## src/rtl/aes_dma_pkg.sv

```systemverilog
// Shared definitions for the AES-128 counter-mode DMA engine.
// Holds the FSM state encoding (visible to software through STATUS[1:0]),
// the byte offsets of the CPU register window and the window/block sizes.
package aes_dma_pkg;

    typedef enum logic [1:0] {
        ST_IDLE    = 2'd0,
        ST_READ    = 2'd1,
        ST_OPERATE = 2'd2,
        ST_WRITE   = 2'd3
    } state_t;

    localparam logic [5:0] OFF_CMD    = 6'h00;
    localparam logic [5:0] OFF_STATUS = 6'h01;
    localparam logic [5:0] OFF_SRC    = 6'h02;
    localparam logic [5:0] OFF_DST    = 6'h04;
    localparam logic [5:0] OFF_LEN    = 6'h06;
    localparam logic [5:0] OFF_KEY    = 6'h10;
    localparam logic [5:0] OFF_CTR    = 6'h20;

    localparam int unsigned WIN_SIZE = 48;
    localparam int unsigned BLK_SIZE = 16;

endpackage

```

## src/rtl/aes_dma_regfile.sv

```systemverilog
// CPU-side register file of the AES-CTR DMA engine.
// Decodes the 48-byte window at BASE, stores SRC/DST/LEN/KEY/CTR
// (little-endian, writable only while the engine is idle), drives the
// combinational read mux and turns CMD/STATUS writes into one-cycle strobes.
// Ports:
//   clk, rst            clock, synchronous active-high reset
//   addr/data_in/wr/stb CPU bus request; data_out/ack CPU bus response
//   idle/state/done/aborted  engine status for write gating and STATUS reads
//   start_cmd/abort_cmd CMD bit0/bit1 write strobes
//   clr_done/clr_aborted STATUS write-one-to-clear strobes
//   src/dst/len/key/ctr configuration register contents
module aes_dma_regfile
    import aes_dma_pkg::*;
#(
    parameter logic [15:0] BASE = 16'hff00
) (
    input  logic         clk,
    input  logic         rst,
    input  logic [15:0]  addr,
    input  logic [7:0]   data_in,
    input  logic         wr,
    input  logic         stb,
    input  logic         idle,
    input  logic [1:0]   state,
    input  logic         done,
    input  logic         aborted,
    output logic [7:0]   data_out,
    output logic         ack,
    output logic         start_cmd,
    output logic         abort_cmd,
    output logic         clr_done,
    output logic         clr_aborted,
    output logic [15:0]  src,
    output logic [15:0]  dst,
    output logic [15:0]  len,
    output logic [127:0] key,
    output logic [127:0] ctr
);

    logic [16:0] win_lo;
    logic [16:0] win_hi;
    logic [5:0]  off;
    logic        cpu_we;
    logic        cfg_we;

    // 17-bit bounds so a window placed at the top of the address space
    // does not wrap around.
    assign win_lo = {1'b0, BASE};
    assign win_hi = win_lo + 17'(WIN_SIZE);
    assign ack    = stb && ({1'b0, addr} >= win_lo) && ({1'b0, addr} < win_hi);
    assign off    = 6'(addr - BASE);

    assign cpu_we      = ack && wr;
    assign cfg_we      = cpu_we && idle;
    assign start_cmd   = cpu_we && (off == OFF_CMD)    && data_in[0];
    assign abort_cmd   = cpu_we && (off == OFF_CMD)    && data_in[1];
    assign clr_done    = cpu_we && (off == OFF_STATUS) && data_in[2];
    assign clr_aborted = cpu_we && (off == OFF_STATUS) && data_in[3];

    always_ff @(posedge clk) begin
        if (rst) begin
            src <= '0;
            dst <= '0;
            len <= '0;
            key <= '0;
            ctr <= '0;
        end else if (cfg_we) begin
            case (off)
                OFF_SRC:          src[7:0]  <= data_in;
                OFF_SRC + 6'd1:   src[15:8] <= data_in;
                OFF_DST:          dst[7:0]  <= data_in;
                OFF_DST + 6'd1:   dst[15:8] <= data_in;
                OFF_LEN:          len[7:0]  <= data_in;
                OFF_LEN + 6'd1:   len[15:8] <= data_in;
                default: begin
                    // off[5:4] selects the 16-byte KEY (01) or CTR (10) bank
                    if (off[5:4] == 2'b01)
                        key[{off[3:0], 3'b000} +: 8] <= data_in;
                    else if (off[5:4] == 2'b10)
                        ctr[{off[3:0], 3'b000} +: 8] <= data_in;
                end
            endcase
        end
    end

    always_comb begin
        data_out = '0;
        if (ack) begin
            case (off)
                OFF_STATUS:     data_out = {4'b0000, aborted, done, state};
                OFF_SRC:        data_out = src[7:0];
                OFF_SRC + 6'd1: data_out = src[15:8];
                OFF_DST:        data_out = dst[7:0];
                OFF_DST + 6'd1: data_out = dst[15:8];
                OFF_LEN:        data_out = len[7:0];
                OFF_LEN + 6'd1: data_out = len[15:8];
                default: begin
                    if (off[5:4] == 2'b01)
                        data_out = key[{off[3:0], 3'b000} +: 8];
                    else if (off[5:4] == 2'b10)
                        data_out = ctr[{off[3:0], 3'b000} +: 8];
                end
            endcase
        end
    end

endmodule

```

## src/rtl/aes_ctr_dma.sv

```systemverilog
// Memory-mapped AES-128 counter-mode DMA engine for the oc8051 XRAM bus.
// Reads up to 16 bytes from SRC, waits OP_CYCLES for the external AES core,
// XORs the keystream into the block and writes it to DST; repeats with the
// counter advanced by CTR_STEP until LEN bytes are done (last block partial).
// Ports:
//   clk, rst                       clock, synchronous active-high reset
//   addr/data_in/data_out/wr/stb/ack   CPU register window at BASE
//   xram_*                         DMA master port (one byte per xram_ack)
//   core_ctr/core_key/core_out     external AES core interface
//   irq                            level, mirrors the sticky DONE flag
//   busy                           engine not idle
module aes_ctr_dma
    import aes_dma_pkg::*;
#(
    parameter logic [15:0]  BASE      = 16'hff00,
    parameter int unsigned  OP_CYCLES = 20,
    parameter logic [127:0] CTR_STEP  = 128'd16
) (
    input  logic         clk,
    input  logic         rst,
    input  logic [15:0]  addr,
    input  logic [7:0]   data_in,
    output logic [7:0]   data_out,
    input  logic         wr,
    input  logic         stb,
    output logic         ack,
    output logic [15:0]  xram_addr,
    output logic [7:0]   xram_data_out,
    input  logic [7:0]   xram_data_in,
    output logic         xram_stb,
    output logic         xram_wr,
    input  logic         xram_ack,
    output logic [127:0] core_ctr,
    output logic [127:0] core_key,
    input  logic [127:0] core_out,
    output logic         irq,
    output logic         busy
);

    state_t       state;
    logic [3:0]   byte_cnt;
    logic [16:0]  blk_off;
    logic [16:0]  rem;
    logic [7:0]   timer;
    logic [127:0] wctr;
    logic [127:0] in_buf;
    logic [127:0] out_buf;
    logic         done;
    logic         aborted;
    logic         last_byte;

    logic         start_cmd;
    logic         abort_cmd;
    logic         clr_done;
    logic         clr_aborted;
    logic [15:0]  src;
    logic [15:0]  dst;
    logic [15:0]  len;
    logic [127:0] key;
    logic [127:0] ctr;

    aes_dma_regfile #(
        .BASE(BASE)
    ) u_regfile (
        .clk         (clk),
        .rst         (rst),
        .addr        (addr),
        .data_in     (data_in),
        .wr          (wr),
        .stb         (stb),
        .idle        (state == ST_IDLE),
        .state       (state),
        .done        (done),
        .aborted     (aborted),
        .data_out    (data_out),
        .ack         (ack),
        .start_cmd   (start_cmd),
        .abort_cmd   (abort_cmd),
        .clr_done    (clr_done),
        .clr_aborted (clr_aborted),
        .src         (src),
        .dst         (dst),
        .len         (len),
        .key         (key),
        .ctr         (ctr)
    );

    // Bytes still to move from the current block start; 17 bits so that
    // blk_off stepping past a LEN near 0xFFFF still compares correctly.
    assign rem       = {1'b0, len} - blk_off;
    assign last_byte = (rem >= 17'(BLK_SIZE)) ? (byte_cnt == 4'hF)
                                              : ({13'b0, byte_cnt} == rem - 17'd1);

    assign xram_stb      = (state == ST_READ) || (state == ST_WRITE);
    assign xram_wr       = (state == ST_WRITE);
    assign xram_addr     = ((state == ST_WRITE) ? dst : src) + blk_off[15:0] + {12'b0, byte_cnt};
    assign xram_data_out = out_buf[{byte_cnt, 3'b000} +: 8];
    assign core_ctr      = wctr;
    assign core_key      = key;
    assign irq           = done;
    assign busy          = (state != ST_IDLE);

    always_ff @(posedge clk) begin
        if (rst) begin
            state    <= ST_IDLE;
            byte_cnt <= '0;
            blk_off  <= '0;
            timer    <= '0;
            wctr     <= '0;
            in_buf   <= '0;
            out_buf  <= '0;
            done     <= 1'b0;
            aborted  <= 1'b0;
        end else begin
            if (clr_done)
                done <= 1'b0;
            if (clr_aborted)
                aborted <= 1'b0;

            // ABORT overrides everything, including a START in the same
            // write and any xram_ack arriving in this cycle.
            if (abort_cmd) begin
                state   <= ST_IDLE;
                aborted <= 1'b1;
            end else begin
                case (state)
                    ST_IDLE: begin
                        if (start_cmd) begin
                            if (len == 16'd0) begin
                                done <= 1'b1;
                            end else begin
                                state    <= ST_READ;
                                byte_cnt <= '0;
                                blk_off  <= '0;
                                wctr     <= ctr;
                                done     <= 1'b0;
                                aborted  <= 1'b0;
                            end
                        end
                    end
                    ST_READ: begin
                        if (xram_ack) begin
                            in_buf[{byte_cnt, 3'b000} +: 8] <= xram_data_in;
                            if (last_byte) begin
                                state    <= ST_OPERATE;
                                byte_cnt <= '0;
                                timer    <= '0;
                            end else begin
                                byte_cnt <= byte_cnt + 4'd1;
                            end
                        end
                    end
                    ST_OPERATE: begin
                        if (timer != 8'hFF)
                            timer <= timer + 8'd1;
                        if (timer == 8'(OP_CYCLES - 1)) begin
                            out_buf <= core_out ^ in_buf;
                            state   <= ST_WRITE;
                        end
                    end
                    ST_WRITE: begin
                        if (xram_ack) begin
                            if (last_byte) begin
                                if (blk_off + 17'(BLK_SIZE) < {1'b0, len}) begin
                                    blk_off  <= blk_off + 17'(BLK_SIZE);
                                    wctr     <= wctr + CTR_STEP;
                                    byte_cnt <= '0;
                                    state    <= ST_READ;
                                end else begin
                                    state <= ST_IDLE;
                                    done  <= 1'b1;
                                end
                            end else begin
                                byte_cnt <= byte_cnt + 4'd1;
                            end
                        end
                    end
                    default: state <= ST_IDLE;
                endcase
            end
        end
    end

endmodule
```

## config.mk

```make
export PLATFORM = sky130hd
export DESIGN_NAME = aes_ctr_dma
export DESIGN_NICKNAME = d
export VERILOG_FILES = /design/src/rtl/aes_dma_pkg.sv /design/src/rtl/aes_dma_regfile.sv /design/src/rtl/aes_ctr_dma.sv
export SDC_FILE = /design/constraint.sdc
export NUM_CORES = 2
export LEC_CHECK = 0
export BUFFER_PORTS_ARGS = -buffer_cell sky130_fd_sc_hd__buf_2
export CORE_ASPECT_RATIO = 0.5
export CORE_UTILIZATION = 35
export DETAILED_ROUTE_END_ITERATION = 6
export PLACE_DENSITY = 0.55
export SYNTH_ARGS = -nofsm -noshare
export SYNTH_HDL_FRONTEND = slang
export SYNTH_SLANG_ARGS = --single-unit
```

## constraint.sdc

```tcl
create_clock -name clk -period 4.8 [get_ports clk]
set_input_delay 0.48 -clock clk [delete_from_list [all_inputs] [get_ports clk]]
set_output_delay 0.48 -clock clk [all_outputs]
set_load 0.03 [all_outputs]
```

==> impl_results.md <==
- Status: complete, no violations
- MaxCap Viol Count: 0
- Worst reg-to-reg setup slack: 0.32 ns
- CP Capture Point: xram_addr[14]
- CP endpoint kind: output pin
- GR Overflow Total: 0
- Average wire per standard cell: 24.09 um
- TritonCTS Buffers: 72
- Hold/Removal Path Class: in2reg
- P_int: 0.009700 W
- Setup WS post-layout: 0.2109 ns
- Fillers: 10410
- Comb power frac: 9.1%
- Mapped Area: 36910 um^2
- Initial antenna violation count: 2
- Diodes inserted: 0
- Port Buffers: 457
- CTS sink count: 717
- Yosys Warn Count: 0
- EDFF count, synth: 0
- H-tree depth: 3
- Worst-Skew Late Latency: 0.68 ns
- Largest net degree at the start of global routing: 211
- Psw: 0.003562 W
- Critical path class: reg2out
- Reg2reg end: core_ctr[126]
- CTS tree: built
- Lkg Pwr: 15.70 nW
- CTS Buffer Depth: 3
- Required time worst endpoint: 4.32 ns
- Share of layout cells above drive strength 1: 17.30%
- Setup_tns: 0 ns
- Die Y: 231.6 um
- Worst-path clk slew: 0.07 ns
- Die Wd: 461.2 um
- R2r startpoint: blk_off[5]
- Initial Util: 35.64%
- PD cells: 307.8 nW/um^2
- Final hold viol count: 0
- Via count: 35780
- Top Ports: 458
- Register area: 14360 um^2
- Sequential share of power: 45.5%
- Die area: 106800 um^2
- Crit Path Max Fanout: 8
- Post-Layout Inst Area: 43090 um^2
- Slew margin rel.: 14.44%
- Synth Instances: 4441
- Cts hold-fix bufs: 0
- R2R cell count: 17
- Syn nets: 4679
- Worst Tran Pin Value: 1.281 ns
- Synth top area share: 38.89%
- Final setup vio count: 0
- Max Slew Vio Count: 0
- Commonest non-fill, non-tap cells in the layout: 714 x dfxtp_1, 628 x nor2_1, 452 x buf_2, 441 x a21oi_1, 385 x nand2_1
- DR pass1 iterations: 6
- Crit. Startpoint: state[0]
- Gpl congestion: 0.9542
- Row cnt: 83
- Peak VDD IR: 0.0002551 V
- Top cells by area, synth: dfxtp_1 39%, nor2_1 6.4%, a21oi_1 6.0%, mux2i_1 5.5%, mux4_2 5.2%
- FF+latch count, synth: 717
- Peak Freq: 217.9 MHz
- Vias in the first global route: 32880
- Synth cell types: 90
- Post-Route Utilization: 41.62%
- Final nets: 4970
- Synth Area per Inst: 8.310 um^2
- WL final: 149100 um
- Seq/Total Area, Yosys: 38.89%
- Placement Setup Slack: 0.3797 ns
- Min cycle time layout: 4.589 ns
- Initial drt markers: 3907
- CP Launch Type: flop
- Antenna viol nets, final: 0
- Clock power frac: 45.5%
- Top_reg_cell synth: dfxtp_1
- DPL Wire Length: 106900 um
- Multi-input logic area: 21050 um^2
- Leading cell type in the layout, fill and taps excluded: dfxtp_1
- Total track usage: 26.94%
- Sw Share: 26.86%
- Crit path DAT: 4.11 ns
- First-pass GRT wire length: 217900 um
- Synth area leader: dfxtp_1
- Area Overhead vs Synth: 16.75%
- Period utilization: 95.61%
- DR vias/cell: 5.783
- Worst Skew: 0.03004 ns
- Synth async-reset ratio: 0%
- DRC Markers: 0
- Clk Tree Root Cell: clkbuf_16
- Core area: 103500 um^2
- Area after DPL: 40560 um^2
-- cells in the mapped netlist (all sizes together), types with 86 or more instances --
| master | number |
|---|---|
| a211oi | 149 |
| clkbuf | 294 |
| xnor2 | 157 |
| nor3 | 162 |
| o21ai | 139 |
| mux2i | 204 |
| nand2 | 386 |
| a21oi | 445 |
| mux4 | 86 |
| dfxtp | 717 |
| nor2 | 631 |
| nand3 | 251 |
-- routing by layer --
metal | up-vias | share of wire (%) | track usage (%)
li1 | 16560 | - | -
met1 | 17420 | 42 | 35.46
met2 | 1531 | 47 | 44.28
met3 | 275 | 7.2 | 3.928
met4 | 0 | 3.8 | 10.68
met5 | - | 0 | 0
-- critical path: stages, from the launching register on --
cell and delay (ns):
dfxtp_4 0.39, ha_4 0.20, mux2_2 0.37, ha_1 0.30, ha_1 0.30, a21o_1 0.17, a21oi_2 0.16, o21ai_0 0.09
a21oi_1 0.17, o21ai_0 0.15, a211oi_2 0.22, o21ai_0 0.19, a31o_2 0.27, a21oi_1 0.17, xnor2_1 0.14, buf_4 0.18
-- through the flow --
stage	total power [W]	hold WS, ns	instances
finish	0.01326	0.1192	6187
global route	0.01365	0.1134	6187
CTS	0.01333	0.07610	6185
detailed placement	0.007336	0.4572	6055
global placement	0.007327	0.4526	6055
floorplan	0.006822	0.4416	4441
-- kinds of logic (layout without fill, tap and decap cells) --
logic type | Yosys count | in the layout | synth area share [%]
flops | 717 | 717 | 38.89
buf+inv | 420 | 764 | 4.363
mux | 309 | 309 | 11.39
other cells | 2 | 2 | 0.02035
xor+xnor | 165 | 165 | 3.916
fa+ha+maj | 74 | 74 | 2.522
compound gates | 1019 | 1019 | 17.27
simple gates | 1735 | 1735 | 21.62
-- flip-flops by register name, indices dropped and copies added (netlist names), 2 cells and up --
signal         cells
in_buf           128
out_buf          128
timer              8
u_regfile.key    128
blk_off           13
u_regfile.ctr    128
u_regfile.len     16
byte_cnt           4
u_regfile.dst     16
state              2
core_ctr         128
u_regfile.src     16
-- what timing repair did --
item                                    in CTS  in global routing
gates resized for setup                      6                 12
pin swaps                                    2                  4
endpoints found under the setup margin       4                  7
endpoints found under the hold margin        0                  0
buffers inserted                             3                  1
-- worst min path at each step --
stage,startpoint,cells after the start,end
floorplan,u_regfile.ctr[24],2,u_regfile.ctr[24]
global placement,u_regfile.ctr[97],2,u_regfile.ctr[97]
detailed placement,u_regfile.ctr[97],2,u_regfile.ctr[97]
CTS,core_out[71],3,out_buf[71]
global route,core_out[71],3,out_buf[71]
finish,core_out[71],3,out_buf[71]
-- power groups by stage --
stage,clock network (W),registers (W),logic [W]
global route,0.00636,0.00603,0.00126
global placement,0,0.00616,0.00117
detailed placement,0,0.00616,0.00117
floorplan,0,0.00619,0.000637
CTS,0.00613,0.00603,0.00118
finish,0.00603,0.00603,0.00120
-- layout make-up --
class                      count  share of cell area (%)
clock buffer                 104                   5.000
clock inverter                23                  0.7085
inverter                      83                  0.7288
multi-input combinational   3304                   48.84
sequential                   717                   33.33
tap                         1402                   4.071
timing repair buffer         554                   7.315
Note: power is estimated with default switching activity, not from simulation.
